File: src/rtl/multicycle_control.sv
// Multi-cycle FETCH/DECODE/EXEC/MEM/WB sequencer for a LEGv8-subset datapath.
// Define PERF_COUNT_EN to add the cycle_count / instr_count performance counters.
module multicycle_control #(
    parameter int CNT_WIDTH = 32
) (
    input  logic        CLK,
    input  logic        reset,
    input  logic [10:0] opcode,
    input  logic        zero,
    input  logic        imem_ready,
    input  logic        dmem_ready,
    output logic        imem_req,
    output logic        ir_write,
    output logic        pc_write,
    output logic        pc_branch,
    output logic        reg2loc,
    output logic        alusrc,
    output logic        mem2reg,
    output logic        regwrite,
    output logic        memread,
    output logic        memwrite,
    output logic [3:0]  aluop,
    output logic [2:0]  signop,
    output logic [1:0]  mov_sh,
    output logic [2:0]  state,
    output logic        illegal
`ifdef PERF_COUNT_EN
    ,
    output logic [CNT_WIDTH-1:0] cycle_count,
    output logic [CNT_WIDTH-1:0] instr_count
`endif
);

    typedef enum logic [2:0] {
        S_FETCH  = 3'd0,
        S_DECODE = 3'd1,
        S_EXEC   = 3'd2,
        S_MEM    = 3'd3,
        S_WB     = 3'd4
    } state_e;

    typedef enum logic [3:0] {
        C_ILLEGAL = 4'd0,
        C_LDUR    = 4'd1,
        C_STUR    = 4'd2,
        C_ADD     = 4'd3,
        C_SUB     = 4'd4,
        C_AND     = 4'd5,
        C_ORR     = 4'd6,
        C_CBZ     = 4'd7,
        C_B       = 4'd8,
        C_MOVZ    = 4'd9
    } class_e;

    typedef struct packed {
        class_e     cls;
        logic [3:0] aluop;
        logic [2:0] signop;
        logic       reg2loc;
        logic       alusrc;
        logic       mem2reg;
        logic [1:0] mov_sh;
    } dec_t;

    state_e r_state;
    state_e w_next;
    dec_t   r_dec;
    dec_t   w_dec;
    dec_t   w_fld;
    logic   r_illegal;

    logic   w_imem_req;
    logic   w_ir_write;
    logic   w_pc_write;
    logic   w_pc_branch;
    logic   w_regwrite;
    logic   w_memread;
    logic   w_memwrite;

    // Live decode of IR[31:21]; case order is the match priority.
    always_comb begin
        // NOTE: every combinational output gets a default first so no path leaves it unassigned and infers a latch.
        w_dec       = '0;
        w_dec.cls   = C_ILLEGAL;
        w_dec.aluop = 4'b0111;
        casez (opcode)
            11'b??111000010: begin
                w_dec.cls     = C_LDUR;
                w_dec.aluop   = 4'b0010;
                w_dec.signop  = 3'b001;
                w_dec.alusrc  = 1'b1;
                w_dec.mem2reg = 1'b1;
            end
            11'b??111000000: begin
                w_dec.cls     = C_STUR;
                w_dec.aluop   = 4'b0010;
                w_dec.signop  = 3'b001;
                w_dec.reg2loc = 1'b1;
                w_dec.alusrc  = 1'b1;
            end
            11'b?0?01011???: begin
                w_dec.cls   = C_ADD;
                w_dec.aluop = 4'b0010;
            end
            11'b?1?01011???: begin
                w_dec.cls   = C_SUB;
                w_dec.aluop = 4'b0110;
            end
            11'b?0001010???: begin
                w_dec.cls   = C_AND;
                w_dec.aluop = 4'b0000;
            end
            11'b?0101010???: begin
                w_dec.cls   = C_ORR;
                w_dec.aluop = 4'b0001;
            end
            11'b?011010????: begin
                w_dec.cls     = C_CBZ;
                w_dec.signop  = 3'b011;
                w_dec.reg2loc = 1'b1;
            end
            11'b?00101?????: begin
                w_dec.cls    = C_B;
                w_dec.signop = 3'b010;
            end
            11'b110100101??: begin
                w_dec.cls    = C_MOVZ;
                w_dec.signop = 3'b100;
                w_dec.alusrc = 1'b1;
                w_dec.mov_sh = opcode[1:0];
            end
            default: ;
        endcase
    end

    always_ff @(posedge CLK) begin
        // NOTE: non-blocking assignments make every register update see pre-edge values, independent of statement order.
        if (reset) begin
            r_state   <= S_FETCH;
            r_dec     <= '0;
            r_illegal <= 1'b0;
        end else begin
            r_state <= w_next;
            if (r_state == S_DECODE) begin
                r_dec <= w_dec;
                if (w_dec.cls == C_ILLEGAL) begin
                    r_illegal <= 1'b1;
                end
            end
        end
    end

    always_comb begin
        w_next      = r_state;
        w_fld       = r_dec;
        w_imem_req  = 1'b0;
        w_ir_write  = 1'b0;
        w_pc_write  = 1'b0;
        w_pc_branch = 1'b0;
        w_regwrite  = 1'b0;
        w_memread   = 1'b0;
        w_memwrite  = 1'b0;
        case (r_state)
            S_FETCH: begin
                w_fld      = '0;
                w_imem_req = 1'b1;
                if (imem_ready) begin
                    w_ir_write = 1'b1;
                    w_next     = S_DECODE;
                end
            end
            S_DECODE: begin
                w_fld  = w_dec;
                w_next = S_EXEC;
            end
            S_EXEC: begin
                case (r_dec.cls)
                    C_B: begin
                        w_pc_write  = 1'b1;
                        w_pc_branch = 1'b1;
                        w_next      = S_FETCH;
                    end
                    C_CBZ: begin
                        w_pc_write  = 1'b1;
                        w_pc_branch = zero;
                        w_next      = S_FETCH;
                    end
                    C_ILLEGAL: begin
                        w_pc_write = 1'b1;
                        w_next     = S_FETCH;
                    end
                    C_LDUR, C_STUR: w_next = S_MEM;
                    default:        w_next = S_WB;
                endcase
            end
            S_MEM: begin
                w_memread  = (r_dec.cls == C_LDUR);
                w_memwrite = (r_dec.cls == C_STUR);
                if (dmem_ready) begin
                    if (r_dec.cls == C_STUR) begin
                        w_pc_write = 1'b1;
                        w_next     = S_FETCH;
                    end else begin
                        w_next = S_WB;
                    end
                end
            end
            S_WB: begin
                w_regwrite = 1'b1;
                w_pc_write = 1'b1;
                w_next     = S_FETCH;
            end
            default: w_next = S_FETCH;
        endcase
    end

    // Reset suppresses every strobe immediately so an aborted instruction writes nothing.
    assign imem_req  = w_imem_req & ~reset;
    assign ir_write  = w_ir_write & ~reset;
    assign pc_write  = w_pc_write & ~reset;
    assign regwrite  = w_regwrite & ~reset;
    assign memread   = w_memread  & ~reset;
    assign memwrite  = w_memwrite & ~reset;
    assign pc_branch = w_pc_branch;

    assign reg2loc = w_fld.reg2loc;
    assign alusrc  = w_fld.alusrc;
    assign mem2reg = w_fld.mem2reg;
    assign aluop   = w_fld.aluop;
    assign signop  = w_fld.signop;
    assign mov_sh  = w_fld.mov_sh;
    assign state   = r_state;
    assign illegal = r_illegal;

`ifdef PERF_COUNT_EN
    logic [CNT_WIDTH-1:0] r_cycle_count;
    logic [CNT_WIDTH-1:0] r_instr_count;

    always_ff @(posedge CLK) begin
        if (reset) begin
            r_cycle_count <= '0;
            r_instr_count <= '0;
        end else begin
            r_cycle_count <= r_cycle_count + CNT_WIDTH'(1);
            if (pc_write) begin
                r_instr_count <= r_instr_count + CNT_WIDTH'(1);
            end
        end
    end

    assign cycle_count = r_cycle_count;
    assign instr_count = r_instr_count;
`endif

endmodule

File: config.mk
export PLATFORM = sky130hd
export DESIGN_NAME = multicycle_control
export DESIGN_NICKNAME = d
export VERILOG_FILES = /design/src/rtl/multicycle_control.sv
export SDC_FILE = /design/constraint.sdc
export NUM_CORES = 1
export LEC_CHECK = 0
export BUFFER_PORTS_ARGS = -buffer_cell sky130_fd_sc_hd__buf_2
export CAP_MARGIN = 15
export CORE_MARGIN = 4
export CORE_UTILIZATION = 45
export DETAILED_ROUTE_END_ITERATION = 6
export HOLD_SLACK_MARGIN = 0.12
export PLACE_DENSITY = 0.85
export SLEW_MARGIN = 0
export SYNTH_ARGS = -nofsm -noshare
export SYNTH_HDL_FRONTEND = slang
export SYNTH_SLANG_ARGS = --single-unit
File: constraint.sdc
create_clock -name CLK -period 1.1 [get_ports CLK]
set_input_delay 0.11 -clock CLK [delete_from_list [all_inputs] [get_ports CLK]]
set_output_delay 0.11 -clock CLK [all_outputs]
set_load 0.02 [all_outputs]
**Word level (Yosys, flattened, before mapping)**

Index checks and enable logic that the tools add are counted.

- Reductions and logical operators: 11
- Bitwise operators: 7
- Mux-type cells: 25
- Eq/ne operators: 19

Operator list:

| cell | number |
|---|---|
| 3-bit one-hot mux with 4 select lines | 3 |
| 4-bit one-hot mux with 9 select lines | 1 |
| 9-bit == test (second input constant) | 3 |
| 12-bit one-hot mux with 2 select lines | 1 |
| 1-bit 2-to-1 mux | 13 |
| 3-bit 2-to-1 mux | 3 |
| 3-bit OR reduction | 3 |
| 4-bit zero test | 2 |
| 7-bit by 4-bit == test with 1-bit output (second input constant) | 1 |
| 7-bit by 6-bit == test with 1-bit output (second input constant) | 1 |
| 1-bit AND | 6 |
| 3-bit by 2-bit == test with 1-bit output (second input constant) | 2 |
| 6-bit by 4-bit == test with 1-bit output (second input constant) | 1 |
| 6-bit by 5-bit == test with 1-bit output (second input constant) | 1 |
| 6-bit == test (second input constant) | 1 |
| 3-bit one-hot mux with 2 select lines | 1 |
| 2-bit OR reduction | 3 |
| 5-bit by 3-bit == test with 1-bit output (second input constant) | 1 |
| 4-bit by 1-bit == test with 1-bit output (second input constant) | 1 |
| 4-bit by 2-bit == test with 1-bit output (second input constant) | 1 |
| 4-bit by 3-bit == test with 1-bit output (second input constant) | 1 |
| 4-bit == test (second input constant) | 1 |
| 2-bit != test (second input constant) | 2 |
| 2-bit AND reduction | 2 |
| 7 further kinds | 7 |

- Flip-flop bits (word level): 20
- Input port bits: 16
- Logic and storage cells: 71

**Depth between registers and ports, before layout**

- Depth in word-level cells: 5
- Depth in mapped cells: 5
- Depth with buffers taken out: 4

**Worst setup path after synthesis**

OpenSTA, ideal clock, no wires.

- Path kind: reg-to-output
- From: register r_state[0], in the netlist state[0]
- To: output port pc_write
- Cell stages (with the launch flop): 4
- Path slack: -0.812 ns
- Arrival time: 1.802 ns
- Required time: 0.990 ns
- Path through: dfxtp_1 clkbuf_1 nor4b_1 o21bai_1

- Longest elaborated chain between the ends: 3
- Elaborated cells between the ends (all ways): 5

RTL lines:

| what | RTL line | text |
|---|---|---|
| start: declaration | 65 | `state_e r_state;` |
| start signal: assignment | 143 | `r_state <= w_next;` |
| 3-bit == test / 3-bit by 2-bit == test with 1-bit output (equally long branches) | 163 | `case (r_state)` |
| 1-bit one-hot mux with 3 select lines (*) | 163 |  |
| 1-bit AND (*) | 220 | `assign pc_write = w_pc_write & ~reset;` |
| end: declaration | 14 | `output logic pc_write,` |

Every way passes the cells marked *; elsewhere a longest branch is shown, timed or not.

**Worst setup path after layout**

- From: register r_state[2], in the netlist state[2]
- To: output port mov_sh[0]

- Longest elaborated chain between the ends: 2
- Elaborated cells between the ends (all ways): 3

RTL lines:

| what | RTL line | text |
|---|---|---|
| 3-bit by 1-bit == test with 1-bit output / 3-bit zero test (equally long branches) | 163 |  |
| 12-bit one-hot mux with 2 select lines (*) | 163 |  |
| end: declaration | 24 | `output logic [1:0] mov_sh,` |

Marks and branches as above.

==> flow_metrics.tcl <==
set metrics [dict create \
    final-setup-viol-count 40 \
    setup_slack_ns -0.6211 \
    synth-seq-cells 19 \
    ant_nets 0 \
    clock-sinks 19 \
    cp-end-kind "primary output" \
    n_antenna_cell 0 \
    clkLatencyLatePin_ns 0.34 \
    routed_wl_mm 8.483 \
    drc 0 \
    grt_pass1_wl_mm 8.052 \
    worstHoldPathType "in2reg" \
    grt_overflow_total 0 \
    antenna_found_initial 0 \
    synth_cell_types 47 \
    drt_first_pass_iters 5 \
    core_area_um2 2545 \
    crit_required_ns 0.99 \
    vias 2009 \
    period_share 1.565 \
    holdWs_ns 0.08977 \
    finalHoldViolCount 0 \
    failed_checks "negative setup slack" \
    die_h_um 60.15 \
    drive_gt1_frac 0.7042 \
    p_leak_nw 1.022 \
    drv_slew 0 \
    yosys.area.top_type "dfxtp_1" \
    numCtsBuffers 3 \
    cts_max_path_buffers 2 \
    routabilityCongestion 0.8855 \
    netlist_area_um2 1224 \
    yosysWarnings 0 \
    place_area_um2 1807 \
    nets 257 \
    wl_per_cell_um 31.42 \
    port_buffers 37 \
    final_core_util 0.9602 \
    cts_tree "done" \
    die_w_um 60.15 \
    maxCapViolations 0 \
    syn_to_final_growth_pct 99.69 \
    syn_inst 158 \
    drt_iter0_markers 340 \
    final_cell_area_um2 2444 \
    synth_top_cell_area_share 0.3108 \
    start_util 0.4808 \
    avgViaCountPerCell 7.441 \
    path_class "reg2out" \
    grt_max_degree 14 \
    syn_avg_cell_area_um2 7.745 \
    clock_skew_ns 0.003612 \
    ys_seq_area_frac 0.3108 \
    ys_top_cells_by_area "dfxtp_1 (31%), nand2_1 (9.8%), a21oi_1 (5.3%)" \
    ios 39 \
    ir_drop_uv 1031 \
    ctsHtreeMaxLevel 1 \
    power-per-cell-area_nw_per_um2 904.0 \
    power_w 0.002209 \
    outcome "finished with violations" \
    clk_pin_slew_ns 0.13 \
    cp_max_fo 10 \
    nFillCells 50 \
    syn-num-nets 174 \
    post-dp-hpwl_mm 2.947 \
    die-area_um2 3617 \
    max_freq_ghz 0.5810 \
    cp.arrival_ns 1.61 \
    rsz0062_at_grt "true" \
    cts_root_buf "clkbuf_4" \
    track_usage 0.2986 \
    period_minus_slack_ns 1.721 \
    startpoint_type "flop" \
    fin_setup_tns_ns -15.13 \
    rows 18 \
    grt_pass1_vias 1719 \
]
## worst max-delay path: stages, from the launching register on
cell	delay, ns
dfxtp_4	0.40
or2_4	0.30
buf_12	0.16
nand2_1	0.16
nand2_2	0.11
buf_6	0.14
## cell usage after synthesis (all sizes together)
cell     count
or2          4
nand4bb      2
a41o         1
and2b        1
a211oi       5
xor2         1
o22ai        2
nand2       32
buf          6
and2         1
o311ai       1
a31oi        1
o21ai        6
or3          1
nand3        5
o21bai       2
nand4b       1
a21o         1
o32ai        1
nor4         2
mux2         1
o41ai        1
nor3         5
dfxtp       19
nor2        14
nand2b       7
nor4b        1
inv          2
a21oi       13
clkbuf       3
xnor2        1
o21a         1
a22oi        1
nor3b        4
nor2b        2
nand4        1
a311oi       2
conb         1
and4         1
and4bb       2
## metrics by stage
| step | instances | setup WS [ns] |
|---|---|---|
| floorplan | 158 | -0.1714 |
| global placement | 247 | -0.1961 |
| detailed placement | 247 | -0.2831 |
| CTS | 261 | -0.4411 |
| global route | 270 | -0.6635 |
| finish | 270 | -0.6211 |
## sequential cells by signal, summed over array words and instances (netlist names)
register,count
illegal,1
r_dec,15
state,3
## power by group
part	internal (W)	switching (W)
sequential	0.000726	0.0000569
clock	0.000137	0.000288
combinational	0.000459	0.000542
## cell usage in the layout, fill, tap and decap left out, types with 5 or more instances in the layout
master,synthesis,final
nand2_4,0,5
buf_6,0,30
nand2b_1,7,6
nand2_2,0,16
a211oi_2,4,5
nand2_1,32,11
buf_2,5,16
dfxtp_1,19,12
buf_4,1,36
nor2_1,14,10
a21oi_1,13,8
## cell type report
cell class                      instances  area, um2  area share
Tap cell                               30      37.54     0.01536
Clock inverter                          1      5.005    0.002048
Timing Repair Buffer                   87      783.3      0.3205
Sequential cell                        19      399.1      0.1633
Inverter                                2      7.507    0.003072
Clock buffer                            3      22.52    0.009217
Multi-Input combinational cell        128       1189      0.4864
## repair_timing
action / in CTS / in global routing
setup buffers: 9 / 7
endpoints found under the setup margin: 36 / 40
resized for setup: 51 / 68
hold buffers: 1 / 0
pin swaps: 15 / 16
cloned: 0 / 2
hold endpoints to repair: 1 / 0
## layer usage
| layer | track usage | vias up | share of wire | wire length, um |
|---|---|---|---|---|
| met1 | 0.3246 | 900 | 0.31 | 2658 |
| li1 | - | 726 | - | - |
| met3 | 0.05184 | 121 | 0.15 | 1261 |
| met2 | 0.5293 | 262 | 0.43 | 3647 |
| met4 | 0.1835 | 0 | 0.11 | 915 |
| met5 | 0 | - | 0 | 0 |
## kinds of logic (layout without fill, tap and decap cells)
kind of cell	Yosys count	in the layout	share of synthesized area
flip-flops	19	19	0.3108
AND/OR/NAND/NOR	86	86	0.3886
other	1	1	0.003065
XOR/XNOR	2	2	0.01432
AO/OA/AOI/OAI	38	38	0.2321
buffers and inverters	11	93	0.04192
multiplexers	1	1	0.009202
## final timing paths
| kind | slack, ns | endpoint | startpoint | depth (start not counted) |
|---|---|---|---|---|
| setup / recovery | -0.62 | mov_sh[0] | state[2] | 5 |
| hold reg to reg | 0.51 | r_dec[0] | r_dec[0] | 2 |
| hold / removal | 0.09 | r_dec[2] | opcode[1] | 3 |
| setup reg to reg | -0.62 | state[0] | r_dec[12] | 7 |
Note: power is estimated with default switching activity, not from simulation.
